`config.mk`:
```
export PLATFORM = sky130hd
export DESIGN_NAME = imem_loader
export DESIGN_NICKNAME = d
export VERILOG_FILES = /design/src/rtl/imem_loader.sv
export SDC_FILE = /design/constraint.sdc
export NUM_CORES = 1
export LEC_CHECK = 0
export CAP_MARGIN = 20
export CORE_MARGIN = 1.5
export CORE_UTILIZATION = 59
export CTS_BUF_LIST = sky130_fd_sc_hd__clkbuf_8 sky130_fd_sc_hd__clkbuf_16
export DETAILED_ROUTE_END_ITERATION = 10
export PLACE_DENSITY = 0.87
export REMOVE_ABC_BUFFERS = 1
export SLEW_MARGIN = 20
export SYNTH_ARGS = -nofsm -noshare
export SYNTH_HDL_FRONTEND = slang
export SYNTH_SLANG_ARGS = --single-unit
```
`constraint.sdc`:
```
create_clock -name clk -period 6.1 [get_ports clk]
set_input_delay 1.22 -clock clk [delete_from_list [all_inputs] [get_ports clk]]
set_output_delay 1.22 -clock clk [all_outputs]
set_load 0.01 [all_outputs]
```
`src/rtl/imem_loader.sv`:
```
// Instruction-memory loader: turns a length-prefixed byte stream into big-endian 32-bit word writes.
// Define IMEM_LOADER_CHECKSUM_EN to require a trailing XOR checksum byte after the data.
module imem_loader #(
    parameter int ADDR_WIDTH = 10,
    parameter int BASE_ADDR  = 0
) (
    input  logic                  clk,
    input  logic                  reset,
    input  logic                  start,
    input  logic                  byte_valid,
    input  logic [7:0]            byte_data,
    output logic                  byte_ready,
    output logic                  mem_we,
    output logic [ADDR_WIDTH-1:0] mem_addr,
    output logic [31:0]           mem_wdata,
    output logic                  busy,
    output logic                  done,
    output logic                  error,
    output logic                  cpu_hold
);

    typedef enum logic [2:0] {
        S_IDLE,
        S_LEN_HI,
        S_LEN_LO,
        S_DATA,
        S_CHK,
        S_DONE,
        S_ERR
    } state_t;

    localparam logic [ADDR_WIDTH-1:0] BASE  = ADDR_WIDTH'(BASE_ADDR);
    localparam logic [32:0]           DEPTH = 33'(1) << ADDR_WIDTH;

    state_t                  state, state_nxt;
    logic [15:0]             len, len_nxt;
    logic [15:0]             word_cnt, word_cnt_nxt;
    logic [1:0]              lane, lane_nxt;
    logic [23:0]             shift, shift_nxt;
    logic                    byte_ready_nxt;
    logic                    mem_we_nxt;
    logic [ADDR_WIDTH-1:0]   mem_addr_nxt;
    logic [31:0]             mem_wdata_nxt;
    logic                    busy_nxt;
    logic                    done_nxt;
    logic                    error_nxt;
    logic                    cpu_hold_nxt;
`ifdef IMEM_LOADER_CHECKSUM_EN
    logic [7:0]              csum, csum_nxt;
`endif

    logic                    accept;
    logic [15:0]             len_full;
    logic [31:0]             assembled;
    logic [15:0]             word_cnt_inc;
    logic                    go_start;
    logic                    go_done;
    logic                    go_err;

    assign accept       = byte_valid & byte_ready;
    assign len_full     = {len[15:8], byte_data};
    assign assembled    = {shift, byte_data};
    assign word_cnt_inc = word_cnt + 16'd1;

    always_ff @(posedge clk) begin
        if (reset) begin
            state      <= S_IDLE;
            len        <= '0;
            word_cnt   <= '0;
            lane       <= '0;
            shift      <= '0;
            byte_ready <= 1'b0;
            mem_we     <= 1'b0;
            mem_addr   <= '0;
            mem_wdata  <= '0;
            busy       <= 1'b0;
            done       <= 1'b0;
            error      <= 1'b0;
            cpu_hold   <= 1'b1;
`ifdef IMEM_LOADER_CHECKSUM_EN
            csum       <= '0;
`endif
        end else begin
            state      <= state_nxt;
            len        <= len_nxt;
            word_cnt   <= word_cnt_nxt;
            lane       <= lane_nxt;
            shift      <= shift_nxt;
            byte_ready <= byte_ready_nxt;
            mem_we     <= mem_we_nxt;
            mem_addr   <= mem_addr_nxt;
            mem_wdata  <= mem_wdata_nxt;
            busy       <= busy_nxt;
            done       <= done_nxt;
            error      <= error_nxt;
            cpu_hold   <= cpu_hold_nxt;
`ifdef IMEM_LOADER_CHECKSUM_EN
            csum       <= csum_nxt;
`endif
        end
    end

    always_comb begin
        state_nxt      = state;
        len_nxt        = len;
        word_cnt_nxt   = word_cnt;
        lane_nxt       = lane;
        shift_nxt      = shift;
        byte_ready_nxt = byte_ready;
        mem_we_nxt     = 1'b0;
        mem_addr_nxt   = mem_addr;
        mem_wdata_nxt  = mem_wdata;
        busy_nxt       = busy;
        done_nxt       = done;
        error_nxt      = error;
        cpu_hold_nxt   = cpu_hold;
`ifdef IMEM_LOADER_CHECKSUM_EN
        csum_nxt       = csum;
`endif
        go_start       = 1'b0;
        go_done        = 1'b0;
        go_err         = 1'b0;

        case (state)
            S_IDLE, S_DONE, S_ERR: begin
                if (start) begin
                    go_start = 1'b1;
                end
            end

            S_LEN_HI: begin
                if (accept) begin
                    len_nxt   = {byte_data, len[7:0]};
                    state_nxt = S_LEN_LO;
                end
            end

            S_LEN_LO: begin
                if (accept) begin
                    len_nxt = len_full;
                    if (len_full == 16'd0) begin
`ifdef IMEM_LOADER_CHECKSUM_EN
                        state_nxt = S_CHK;
`else
                        go_done = 1'b1;
`endif
                    end else if ({17'd0, len_full} > DEPTH) begin
                        go_err = 1'b1;
                    end else begin
                        state_nxt = S_DATA;
                    end
                end
            end

            // Dropping byte_ready after the final byte marks the last write cycle,
            // so no stray byte can slip in before the load is closed out.
            S_DATA: begin
                if (accept) begin
                    shift_nxt = assembled[23:0];
                    lane_nxt  = lane + 2'd1;
`ifdef IMEM_LOADER_CHECKSUM_EN
                    csum_nxt  = csum ^ byte_data;
`endif
                    if (lane == 2'd3) begin
                        mem_we_nxt    = 1'b1;
                        mem_wdata_nxt = assembled;
                        mem_addr_nxt  = BASE + ADDR_WIDTH'(word_cnt);
                        word_cnt_nxt  = word_cnt_inc;
                        if (word_cnt_inc == len) begin
                            byte_ready_nxt = 1'b0;
                        end
                    end
                end else if (!byte_ready) begin
`ifdef IMEM_LOADER_CHECKSUM_EN
                    state_nxt      = S_CHK;
                    byte_ready_nxt = 1'b1;
`else
                    go_done = 1'b1;
`endif
                end
            end

`ifdef IMEM_LOADER_CHECKSUM_EN
            S_CHK: begin
                if (accept) begin
                    if (byte_data == csum) begin
                        go_done = 1'b1;
                    end else begin
                        go_err = 1'b1;
                    end
                end
            end
`endif

            default: begin
                state_nxt      = S_IDLE;
                byte_ready_nxt = 1'b0;
                busy_nxt       = 1'b0;
                cpu_hold_nxt   = 1'b1;
            end
        endcase

        if (go_start) begin
            state_nxt      = S_LEN_HI;
            byte_ready_nxt = 1'b1;
            busy_nxt       = 1'b1;
            cpu_hold_nxt   = 1'b1;
            done_nxt       = 1'b0;
            error_nxt      = 1'b0;
            word_cnt_nxt   = '0;
            lane_nxt       = '0;
`ifdef IMEM_LOADER_CHECKSUM_EN
            csum_nxt       = '0;
`endif
        end

        if (go_done) begin
            state_nxt      = S_DONE;
            byte_ready_nxt = 1'b0;
            busy_nxt       = 1'b0;
            done_nxt       = 1'b1;
            cpu_hold_nxt   = 1'b0;
        end

        if (go_err) begin
            state_nxt      = S_ERR;
            byte_ready_nxt = 1'b0;
            busy_nxt       = 1'b0;
            error_nxt      = 1'b1;
            cpu_hold_nxt   = 1'b1;
        end
    end

endmodule

```
==> run_results.csv <==
group,metric,value,unit
clocking,tritoncts_num_sinks,109,
yosys,synth_top_area_frac,0.463,
place,dp_hpwl,7060,um
yosys,netlist_area,0.00471,mm^2
route,vias,4165,
worst_setup_path,r2r_end,"word_cnt[12]$_SDFFE_PP0P_",
clocking,cts_tree,"yes",
power,netSwitchingPower,0.000292,W
yosys,synth_ff_type,"dfxtp_1",
yosys,synthAdderAreaFrac,0.00743,
worst_setup_path,endpoint_kind,"register",
layout,final_cell_count_no_fill,732,
layout,n_antenna_cell,0,
layout,area.growth.synth_to_final,16.4,%
floorplan,die_x,92.4,um
yosys,ys_seq_elements,109,
status,status,"complete, no violations",
worst_setup_path,worstRegToRegCells,5,
power,intPower,0.000887,W
worst_setup_path,critical_path_class,"in -> reg",
grt,grt.overflow.total,0,
sta,rsz0062_at_grt,"false",
worst_hold_path,hp-class,"reg -> reg",
power,p_comb_frac,0.044,
clocking,cts_buffers,9,
clocking,post_cts_resized,0,
yosys,synthDistinctLibCells,61,
worst_setup_path,cp_max_fo,51,
sta,fin_crit,3.23,ns
worst_setup_path,crit_end,"word_cnt[12]$_SDFFE_PP0P_",
sta,finalHoldViolCount,0,
sta,final.setup.tns,0,ns
sta,worst_slew_pin_slew,0.920,ns
sta,timing.fmax,310,MHz
clocking,clockBufferDepth,2,
yosys,syn_avg_cell_area,7.99,um^2
worst_setup_path,critical-path-max-stage-delay,0.55,ns
grt,antenna_found_initial,0,
flow_run,drv_cap,0,
power,netSwitchingFraction,0.248,
sta,fin_skew,0.0110,ns
yosys,synthArstFlopShare,0,
route,dr.pass1.iters,5,
layout,drive_above_1_share,0.0492,
floorplan,dieArea,0.00853,mm^2
yosys,synth_area_leaders,"dfxtp_1 46%, nand2_1 13%, a21oi_1 8.9%",
yosys,synth_top_family_by_area,"simple AND/OR/NAND/NOR gates",
clocking,htreeDepth,3,
yosys,ys_warn_count,0,
yosys,synthCells,590,
power,clock_power_share,0.345,
worst_setup_path,cp.arrival,3.46,ns
route,drc,0,
worst_setup_path,crit_required,6.33,ns
place,gp_congestion,0.849,
floorplan,initial_utilization,0.610,
floorplan,fp.dieH,92.4,um
worst_hold_path,whs_path_depth,2,
route,vias_per_cell,5.69,
route,drt_iter0_markers,255,
worst_setup_path,crit_slowest_cell,"nor3_1",
layout,fill_cells,613,
yosys,ys_seq_area_frac,0.463,
route,drt_wl_total,10600,um
worst_setup_path,start_kind,"input port",
power,p_leak,1.80,nW
place,numPortBuffers,59,
route,drt.antenna.violating_nets,0,
sta,slew_headroom,0.387,
worst_setup_path,cp_num_cells,7,
grt,grt_pass1_wl,17500,um
grt,grt_usage,0.254,
power,power_frac_seq,0.611,
clocking,insertion_delay,0.37,ns
clocking,clk_transition_reported_paths,0.11,ns
layout,layout.nets,640,
route,wl_per_cell,14.5,um
yosys,synth_compound_area_frac,0.158,
worst_setup_path,rr_startpoint,"state[1]$_SDFFE_PP0P_",
grt,grt_max_degree,92,
power,vdd_drop_max,155,uV
yosys,synth_largest_area_cell,"dfxtp_1",
clocking,cts_root_buf,"clkbuf_8",
yosys,synth_simple_gate_area_frac,0.245,
sta,finalCritPeriodShare,0.529,
floorplan,ioPinCount,60,
power,power_density,215,mW/mm^2
floorplan,row_count,32,
yosys,synthXorXnorAreaFrac,0.0651,
clocking,cts_setup_buffers,0,
grt,first_global_vias,3779,
worst_setup_path,crit_chain,"clkdlybuf4s50_1 > and4b_1 > nand3_4 > nor3_1 > nand4_1 > xor2_1 > nor2_1",
clocking,ctsHoldBuffers,0,
sta,slew_violations,0,
place,place_inst,717,
worst_setup_path,critPathBufInv,1,
worst_setup_path,r2r_setup_slack,3.52,ns
worst_setup_path,worstSetupStartpoint,"byte_valid",
yosys,synth.area.mux_share,0.0170,
floorplan,fp.coreArea,0.00773,mm^2
yosys,synth_edf_count,0,
sta,setup_violations,0,
worst_setup_path,path_delay_family,"simple AND/OR/NAND/NOR gates",
## worst reg2reg max path, cell delays in order, from the launching register on
cell,delay [ns]
dfxtp_1,0.84
nand3_4,0.68
nor3_1,0.56
nand4_1,0.17
xor2_1,0.15
nor2_1,0.05
## synth_stat cells, types with 2 or more instances
| master | count |
|---|---|
| a21o_1 | 2 |
| or2_2 | 2 |
| xor2_1 | 17 |
| inv_1 | 12 |
| nand4b_1 | 2 |
| nor3b_1 | 2 |
| nor4_1 | 2 |
| nand2b_1 | 2 |
| nand2_1 | 160 |
| a2111oi_0 | 4 |
| a31oi_1 | 5 |
| buf_2 | 11 |
| clkbuf_1 | 24 |
| o21ai_0 | 13 |
| o2111ai_1 | 2 |
| nand3_1 | 6 |
| nor2b_1 | 2 |
| nor2_1 | 44 |
| ha_1 | 2 |
| nor4_2 | 2 |
| a21oi_1 | 84 |
| nand3_2 | 2 |
| nor3_1 | 8 |
| xnor2_1 | 18 |
| dfxtp_1 | 109 |
| nand4_1 | 8 |
| and3_1 | 4 |
| mux2i_1 | 8 |
## how the worst min path moves through the flow
stage / endpoint / slack, ns / start
2_1_floorplan: mem_wdata[24]$_SDFFE_PP0P_ / 0.43 / shift[16]$_SDFFE_PP0P_
3_3_place_gp: mem_wdata[29]$_SDFFE_PP0P_ / 0.44 / shift[21]$_SDFFE_PP0P_
3_5_place_dp: done$_SDFFE_PP0P_ / 0.45 / done$_SDFFE_PP0P_
4_1_cts: mem_wdata[26]$_SDFFE_PP0P_ / 0.46 / shift[18]$_SDFFE_PP0P_
5_1_grt: shift[22]$_SDFFE_PP0P_ / 0.48 / shift[22]$_SDFFE_PP0P_
6_report: mem_wdata[26]$_SDFFE_PP0P_ / 0.45 / shift[18]$_SDFFE_PP0P_
## cell type report
class	instances	area (um^2)	area share
timing repair buffer	63	616	0.112
tap	102	128	0.0233
multi-input combinational	431	2330	0.425
clock inverter	6	58.8	0.0107
clock buffer	9	124	0.0226
sequential	109	2180	0.398
inverter	12	45.0	0.00822
## layer usage
metal | GRT usage | vias up | part of all wire
li1 | - | 2053 | -
met1 | 0.320 | 1980 | 0.43
met2 | 0.442 | 114 | 0.51
met3 | 0.0435 | 18 | 0.044
met4 | 0.0769 | 0 | 0.017
met5 | 0 | - | 0
## through the flow
step | setup slack [ns] | instance area (um^2) | power (W) | hold slack, ns | util
2_1_floorplan | 2.70 | 4540 | 0.000756 | 0.426 | -
3_3_place_gp | 2.18 | 5290 | 0.000786 | 0.439 | 0.685
3_5_place_dp | 2.07 | 5290 | 0.000787 | 0.447 | 0.685
4_1_cts | 2.46 | 5480 | 0.00118 | 0.456 | 0.709
5_1_grt | 2.65 | 5480 | 0.00122 | 0.481 | 0.710
6_report | 2.87 | 5480 | 0.00118 | 0.453 | 0.710
## layout by cell type, fill, tap and decap left out, types with 2 or more instances in the layout
master,synthesis,routed
a2111oi_0,4,4
a21o_1,2,2
a21oi_1,84,84
a31oi_1,5,5
and3_1,4,4
buf_4,1,4
clkbuf_8,0,9
clkdlybuf4s50_1,0,58
clkinv_4,0,2
dfxtp_1,109,109
ha_1,2,2
inv_1,12,12
inv_6,0,2
mux2i_1,8,8
nand2_1,160,160
nand2b_1,2,2
nand3_1,6,5
nand3_2,2,2
nand4_1,8,8
nand4b_1,2,2
nor2_1,44,44
nor2b_1,2,2
nor3_1,8,8
nor3b_1,2,2
nor4_1,2,2
nor4_2,2,2
o2111ai_1,2,2
o21ai_0,13,13
or2_2,2,2
xnor2_1,18,18
xor2_1,17,17
## flip-flops by register name (all words and copies together), names as in the netlist
name / flops
mem_wdata: 32
shift: 24
len: 16
word_cnt: 16
mem_addr: 10
state: 3
lane: 2
busy: 1
byte_ready: 1
cpu_hold: 1
done: 1
error: 1
mem_we: 1
## cells by family (layout without fill, tap and decap cells)
kind of cell,after synthesis,after routing
compound gates,127,127
xor+xnor,35,35
fa+ha+maj,3,3
buf+inv,50,90
flops,109,109
mux,8,8
simple gates,258,258
## power groups by stage
stage	clock network, W	registers [W]	logic (W)
detailed placement	0	0.000736	0.0000505
CTS	0.000413	0.000720	0.0000510
global route	0.000440	0.000721	0.0000557
global placement	0	0.000736	0.0000496
finish	0.000407	0.000720	0.0000523
floorplan	0	0.000736	0.0000200
Power figures use the tool's default switching activity.
